--- src/rtl/jtkunio_gfx_pkg.sv ---
// Shared types for the Kunio graphics ROM arbiter.
//  client_t : identifies one of the three graphics ROM clients
//  state_t  : arbiter FSM states
//  next_client() gives the round-robin successor of a client.
package jtkunio_gfx_pkg;

  typedef enum logic [1:0] {
    CH_CHAR = 2'd0,
    CH_SCR  = 2'd1,
    CH_OBJ  = 2'd2
  } client_t;

  typedef enum logic [1:0] {
    IDLE,
    REQ,
    WAIT
  } state_t;

  // Widest client address (object ROM); the latched tag uses this width
  localparam int TAGW = 18;

  function automatic client_t next_client(input client_t c);
    case (c)
      CH_CHAR: return CH_SCR;
      CH_SCR:  return CH_OBJ;
      default: return CH_CHAR;
    endcase
  endfunction

endpackage

--- src/rtl/jtkunio_gfxrom_slot.sv ---
// One-word buffer for a single graphics ROM client.
// Holds the tag, valid flag and data word; ok is a zero-latency hit flag.
//  clk, rst_n : clock and synchronous active-low reset
//  cs, addr   : client select and current word address
//  wr         : load wr_tag/wr_data into the buffer and mark it valid
//  data, ok   : buffered word and hit indication
module jtkunio_gfxrom_slot
  import jtkunio_gfx_pkg::*;
#(
  parameter int AW = 14
) (
  input  logic          clk,
  input  logic          rst_n,
  input  logic          cs,
  input  logic [AW-1:0] addr,
  input  logic          wr,
  input  logic [AW-1:0] wr_tag,
  input  logic [31:0]   wr_data,
  output logic [31:0]   data,
  output logic          ok
);

  logic [AW-1:0] tag;
  logic          valid;

  always_ff @(posedge clk) begin
    if (!rst_n) begin
      tag   <= '0;
      valid <= 1'b0;
      data  <= '0;
    end else if (wr) begin
      tag   <= wr_tag;
      valid <= 1'b1;
      data  <= wr_data;
    end
  end

  // A deselected client never reports a hit, even with a valid buffer
  assign ok = cs & valid & (addr == tag);

endmodule

--- src/rtl/jtkunio_gfxrom_arb.sv ---
// Shares one SDRAM read port between the char, scroll and object ROM clients.
// Each client has a one-word tagged buffer; misses are served round-robin with
// a single outstanding SDRAM read.
//  clk, rst_n        : clock and synchronous active-low reset
//  char_/scr_/obj_*  : per-client cs, word address, buffered data and ok flag
//  sdram_req/addr    : read request (held until ack) and SDRAM word address
//  sdram_ack         : request accepted pulse
//  sdram_dst/data    : read data valid pulse and data word
module jtkunio_gfxrom_arb
  import jtkunio_gfx_pkg::*;
#(
  parameter int                SDRAMW      = 22,
  parameter logic [SDRAMW-1:0] CHAR_OFFSET = 22'h00000,
  parameter logic [SDRAMW-1:0] SCR_OFFSET  = 22'h04000,
  parameter logic [SDRAMW-1:0] OBJ_OFFSET  = 22'h24000,
  parameter int                TIMEOUT     = 63
) (
  input  logic              clk,
  input  logic              rst_n,
  input  logic              char_cs,
  input  logic [13:0]       char_addr,
  output logic [31:0]       char_data,
  output logic              char_ok,
  input  logic              scr_cs,
  input  logic [16:0]       scr_addr,
  output logic [31:0]       scr_data,
  output logic              scr_ok,
  input  logic              obj_cs,
  input  logic [17:0]       obj_addr,
  output logic [31:0]       obj_data,
  output logic              obj_ok,
  output logic              sdram_req,
  output logic [SDRAMW-1:0] sdram_addr,
  input  logic              sdram_ack,
  input  logic              sdram_dst,
  input  logic [31:0]       sdram_data
);

  localparam logic [5:0] CNT_LAST = 6'(TIMEOUT - 1);

  state_t            state, state_nxt;
  client_t           gnt, gnt_nxt;
  client_t           rr, rr_nxt;
  client_t           pick;
  logic [5:0]        cnt, cnt_nxt;
  logic              req, req_nxt;
  logic [SDRAMW-1:0] addr_q, addr_nxt;
  logic [TAGW-1:0]   lat, lat_nxt;
  logic [TAGW-1:0]   sel_tag;
  logic [SDRAMW-1:0] sel_off;
  logic [2:0]        pend;
  logic              wr;

  assign pend = {obj_cs & ~obj_ok, scr_cs & ~scr_ok, char_cs & ~char_ok};

  // rr is the first client to consider; fall through to its successors
  always_comb begin
    pick = rr;
    if (!pend[rr]) begin
      pick = next_client(rr);
      if (!pend[pick]) pick = next_client(pick);
    end
  end

  always_comb begin
    sel_tag = '0;
    sel_off = CHAR_OFFSET;
    case (pick)
      CH_CHAR: begin
        sel_tag = {4'd0, char_addr};
        sel_off = CHAR_OFFSET;
      end
      CH_SCR: begin
        sel_tag = {1'b0, scr_addr};
        sel_off = SCR_OFFSET;
      end
      default: begin
        sel_tag = obj_addr;
        sel_off = OBJ_OFFSET;
      end
    endcase
  end

  // Next-state logic. The rr pointer moves past the granted client when its
  // read finishes, whether by data or by timeout.
  always_comb begin
    state_nxt = state;
    gnt_nxt   = gnt;
    rr_nxt    = rr;
    cnt_nxt   = cnt;
    req_nxt   = req;
    addr_nxt  = addr_q;
    lat_nxt   = lat;
    wr        = 1'b0;
    case (state)
      IDLE: begin
        if (|pend) begin
          gnt_nxt   = pick;
          lat_nxt   = sel_tag;
          addr_nxt  = sel_off + SDRAMW'(sel_tag);
          req_nxt   = 1'b1;
          state_nxt = REQ;
        end
      end
      REQ: begin
        if (sdram_ack) begin
          req_nxt = 1'b0;
          if (sdram_dst) begin
            wr        = 1'b1;
            rr_nxt    = next_client(gnt);
            state_nxt = IDLE;
          end else begin
            cnt_nxt   = '0;
            state_nxt = WAIT;
          end
        end
      end
      WAIT: begin
        if (sdram_dst) begin
          wr        = 1'b1;
          rr_nxt    = next_client(gnt);
          state_nxt = IDLE;
        end else if (cnt == CNT_LAST) begin
          rr_nxt    = next_client(gnt);
          state_nxt = IDLE;
        end else begin
          cnt_nxt = cnt + 6'd1;
        end
      end
      default: state_nxt = IDLE;
    endcase
  end

  always_ff @(posedge clk) begin
    if (!rst_n) begin
      state  <= IDLE;
      gnt    <= CH_CHAR;
      rr     <= CH_CHAR;
      cnt    <= '0;
      req    <= 1'b0;
      addr_q <= '0;
      lat    <= '0;
    end else begin
      state  <= state_nxt;
      gnt    <= gnt_nxt;
      rr     <= rr_nxt;
      cnt    <= cnt_nxt;
      req    <= req_nxt;
      addr_q <= addr_nxt;
      lat    <= lat_nxt;
    end
  end

  assign sdram_req  = req;
  assign sdram_addr = addr_q;

  jtkunio_gfxrom_slot #(.AW(14)) u_char (
    .clk     (clk),
    .rst_n   (rst_n),
    .cs      (char_cs),
    .addr    (char_addr),
    .wr      (wr && gnt == CH_CHAR),
    .wr_tag  (lat[13:0]),
    .wr_data (sdram_data),
    .data    (char_data),
    .ok      (char_ok)
  );

  jtkunio_gfxrom_slot #(.AW(17)) u_scr (
    .clk     (clk),
    .rst_n   (rst_n),
    .cs      (scr_cs),
    .addr    (scr_addr),
    .wr      (wr && gnt == CH_SCR),
    .wr_tag  (lat[16:0]),
    .wr_data (sdram_data),
    .data    (scr_data),
    .ok      (scr_ok)
  );

  jtkunio_gfxrom_slot #(.AW(18)) u_obj (
    .clk     (clk),
    .rst_n   (rst_n),
    .cs      (obj_cs),
    .addr    (obj_addr),
    .wr      (wr && gnt == CH_OBJ),
    .wr_tag  (lat),
    .wr_data (sdram_data),
    .data    (obj_data),
    .ok      (obj_ok)
  );

endmodule
--- config.mk ---
export PLATFORM = sky130hd
export DESIGN_NAME = jtkunio_gfxrom_arb
export DESIGN_NICKNAME = d
export VERILOG_FILES = /design/src/rtl/jtkunio_gfx_pkg.sv /design/src/rtl/jtkunio_gfxrom_slot.sv /design/src/rtl/jtkunio_gfxrom_arb.sv
export SDC_FILE = /design/constraint.sdc
export NUM_CORES = 1
export LEC_CHECK = 0
export ABC_CLOCK_PERIOD_IN_PS = 3500
export BUFFER_PORTS_ARGS = -buffer_cell sky130_fd_sc_hd__buf_2
export CORE_ASPECT_RATIO = 0.6
export CORE_MARGIN = 2
export CORE_UTILIZATION = 53
export DETAILED_ROUTE_END_ITERATION = 7
export GPL_TIMING_DRIVEN = 0
export PLACE_DENSITY = 0.88
export SLEW_MARGIN = 20
export SYNTH_ARGS = -nofsm -noshare
export SYNTH_HDL_FRONTEND = slang
export SYNTH_HIERARCHICAL = 1
export SYNTH_SLANG_ARGS = --single-unit
export TNS_END_PERCENT = 10
--- constraint.sdc ---
create_clock -name clk -period 3.5 [get_ports clk]
set_input_delay 0.35 -clock clk [delete_from_list [all_inputs] [get_ports clk]]
set_output_delay 0.35 -clock clk [all_outputs]
set_load 0.02 [all_outputs]
==> summary.txt <==
GRT
  • Largest net degree at the start of global routing: 19
  • Vias in the first global route: 6361
  • GR Overflow Total: 0
  • Initial antenna violation count: 1
  • Global Route Usage Sum: 27.4%
  • First-pass GRT wire length: 34300 um

Timing
  • Setup TNS: 0 ns
  • Final min period: 3.44 ns
  • Fin Hold WS: 0.214 ns
  • Setup Skew: 0.0131 ns
  • Final worst-path cycle share: 98.4%
  • Final Setup Violations: 0
  • Max Slew Vio Count: 0
  • Peak Freq: 0.290 GHz
  • Worst-Margin Slew: 0.726 ns
  • Rel. slew slack: 51.6%
  • Fin. Hold Viols: 0

Power
  • Clk pwr share: 39.1%
  • Pwr/cell area: 470 nW/um^2
  • Switching Power: 1.37 mW
  • Worst VDD drop: 0.000330 V
  • Power Internal: 3.40 mW
  • Part of the power in registers: 46.7%
  • Comb pwr share: 14.2%
  • Static leakage: 4.05 nW
  • Switching fraction of total power: 28.7%

Synth
  • Top cell type's share of synthesized area: 45.1%
  • Syn Inst Count: 791
  • Yosys warns: 6
  • Synth top cells by count: 184 x dfxtp_1, 151 x nor2b_1, 148 x mux2i_1
  • Top cell type by total area after synthesis: dfxtp_1
  • Async SR Flop Fraction: 0%
  • Netlist Area Pre-Place: 8160 um^2
  • Synthesized area per cell: 10.3 um^2
  • Post-synth EDFFs: 0
  • Largest cells by area after synthesis: dfxtp_1 45%, mux2i_1 18%, nor2b_1 12%
  • Register bit total from synthesis: 184
  • Yosys cell types: 47
  • Sequential area share after synthesis: 45.1%
  • Count leader, synth: dfxtp_1
  • Main synth FF type: dfxtp_1

Clock tree
  • CTS Buffer Depth: 2
  • Clock sink total: 184
  • CTS tree: done
  • H-tree levels: 4
  • Root Buffer: clkbuf_16
  • Clk_lat worst skew: 0.43 ns
  • Num CTS Buffers: 17
  • Reg clk slew, reported paths: 0.07 ns
  • Post-CTS Hold Buffers: 0

Place
  • Placed cell area: 9450 um^2
  • Number of port buffers: 206
  • Dpl hpwl: 16400 um
  • DP Cell Count: 1202
  • Final Wtd Congestion: 0.889

Final layout
  • Util after Layout: 66.8%
  • Cell area after layout: 10100 um^2
  • Nets: 1118
  • P&R area growth vs syn: 24.3%
  • Fin cells: 1240
  • Layout cells sized above 1: 30.0%

Route
  • Drt wl/cell: 18.3 um
  • Final WL: 22600 um
  • Remaining DRCs: 0
  • Via density: 5.33
  • Via Count: 6614
  • Post-DRT Antenna Nets: 0
  • Initial drt markers: 437
  • Drt first pass iters: 4

Critical path
  • Buffer and inverter count on the worst path: 1
  • Reg2Reg Launch Point: u_obj/tag[7]
  • WP data required: 3.85 ns
  • Worst path arrival time: 3.79 ns
  • Register-to-Register Path Depth: 13
  • Critical path's slowest cell: nor4_2
  • R2r endpoint: sdram_addr[16]
  • Critical path endpoint category: register
  • Setup CP Type: reg -> reg
  • Crit-path cells: xor2_1, nor4_2, nand4_1, nor4_4, nand2b_1, mux2i_4, a21o_1, buf_4, a22o_1, ha_2, ha_1, or3_1, o211ai_1
  • Peak fanout along the critical path: 10
  • CP top delay family: simple AND/OR/NAND/NOR gates
  • Worst setup SP type: register
  • R2R Setup Slk: 0.06 ns
  • Slowest stage delay, CP: 0.40 ns

Hold path
  • Hold EP: u_char/data[25]
  • Hold Path Depth: 3
  • Hold Crit Class: in -> reg
  • Hold path start: sdram_data[25]

Die
  • Die Area: 16400 um^2
  • Chip width: 164 um
  • IO Count: 210
  • Core ar.: 15200 um^2
  • Starting Density: 53.7%
  • Row Count: 35
  • Die height: 100 um

Flow run
  • Maxcap violations: 0

Run status
  • Status: complete, no violations
==> repair_timing <==
action                                  in CTS  in global routing
gates resized for setup                      8                  8
pin swaps                                    0                  7
buffers inserted                             0                  5
endpoints found under the setup margin       2                  3
==> layer usage <==
layer | vias to the layer above | global-route usage (%) | wire [um] | share of wire [%]
met5 | - | 0 | 0 | 0
met4 | 0 | 8.50 | 380 | 1.7
met3 | 34 | 6.49 | 2190 | 9.7
met2 | 320 | 40.3 | 9600 | 42
met1 | 3102 | 39.8 | 10500 | 46
li1 | 3158 | - | - | -
==> worst max path at each step <==
stage                              from  slack [ns]  depth (start not counted)              to
after floorplan            char_addr[0]        0.24                         13  sdram_addr[18]
after CTS                 u_char/tag[0]        0.02                         13  sdram_addr[18]
after global placement     obj_addr[10]       -0.35                         13  sdram_addr[16]
final                      u_obj/tag[7]        0.06                         13  sdram_addr[16]
after detailed placement   obj_addr[13]       -0.39                         13  sdram_addr[16]
after global routing      u_scr/tag[15]       -0.07                         13  sdram_addr[16]
==> final cells by class <==
cell class	count	area [um^2]
diodes	1	2.50
plain buffers	62	365
clock buffers	18	439
clock inverters	14	134
fillers	1235	5050
inverters	8	30.0
multi-input cells	539	4170
flip-flops and latches	184	3680
well taps	203	254
repair buffers	211	1070
==> registers in the layout, summed over array words and instances (netlist names) <==
name          cells
cnt               6
gnt               2
lat              18
rr                2
sdram_addr        5
sdram_req         1
state             2
u_char/data      32
u_char/tag       14
u_char/valid      1
u_obj/data       32
u_obj/tag        18
u_obj/valid       1
u_scr/data       32
u_scr/tag        17
u_scr/valid       1
==> cells in the final DEF, fill, tap and decap left out, types with 6 or more instances in the layout <==
| cell | Yosys | final |
|---|---|---|
| dfxtp_1 | 184 | 184 |
| nor4_2 | 3 | 6 |
| ha_1 | 7 | 6 |
| a21oi_1 | 26 | 26 |
| o21ai_1 | 16 | 16 |
| mux2i_1 | 148 | 147 |
| buf_4 | 28 | 34 |
| nand2_1 | 22 | 22 |
| a221oi_1 | 14 | 14 |
| nor2_1 | 17 | 16 |
| buf_2 | 13 | 219 |
| nor2b_1 | 151 | 151 |
| clkbuf_1 | 19 | 18 |
| and3_1 | 16 | 16 |
| clkbuf_16 | 0 | 17 |
| nand4_1 | 11 | 11 |
| xor2_1 | 29 | 29 |
| inv_1 | 8 | 8 |
| xnor2_1 | 24 | 24 |
==> kinds of logic (layout without fill, tap and decap cells) <==
kind of cell | count (synthesis) | count (layout) | synth area share [%]
buffers and inverters | 70 | 313 | 4.80
adders and majority gates | 7 | 7 | 1.07
AOI/OAI and AO/OA | 83 | 83 | 7.11
muxes | 148 | 148 | 18.2
xor gates and xnor gates | 53 | 53 | 5.69
other | 1 | 4 | 0.0460
and+or+nand+nor | 245 | 245 | 18.0
DFF | 184 | 184 | 45.1
==> power groups by stage <==
stage / Clock (mW) / Sequential [mW] / Combinational, mW
6_report: 1.86 / 2.23 / 0.675
3_3_place_gp: 0 / 2.27 / 0.631
4_1_cts: 1.89 / 2.22 / 0.654
5_1_grt: 1.99 / 2.24 / 0.718
3_5_place_dp: 0 / 2.27 / 0.644
2_1_floorplan: 0 / 2.28 / 0.385
==> worst reg2reg max path: stages (launching register included) <==
cell and delay [ns]:
dfxtp_1 0.33, xor2_1 0.16, nor4_2 0.40, nand4_1 0.21, nor4_4 0.37, nand2b_1 0.21
mux2i_4 0.10, a21o_1 0.20, buf_4 0.19, a22o_1 0.22, ha_2 0.22, ha_1 0.22
or3_1 0.38, o211ai_1 0.15
==> through the flow <==
stage	setup WS, ns	power, mW
after floorplan	0.240	2.66
after global placement	-0.348	2.90
after detailed placement	-0.387	2.92
after CTS	0.0181	4.77
after global routing	-0.0664	4.94
final	0.0569	4.77
(Power assumes the default switching activity.)
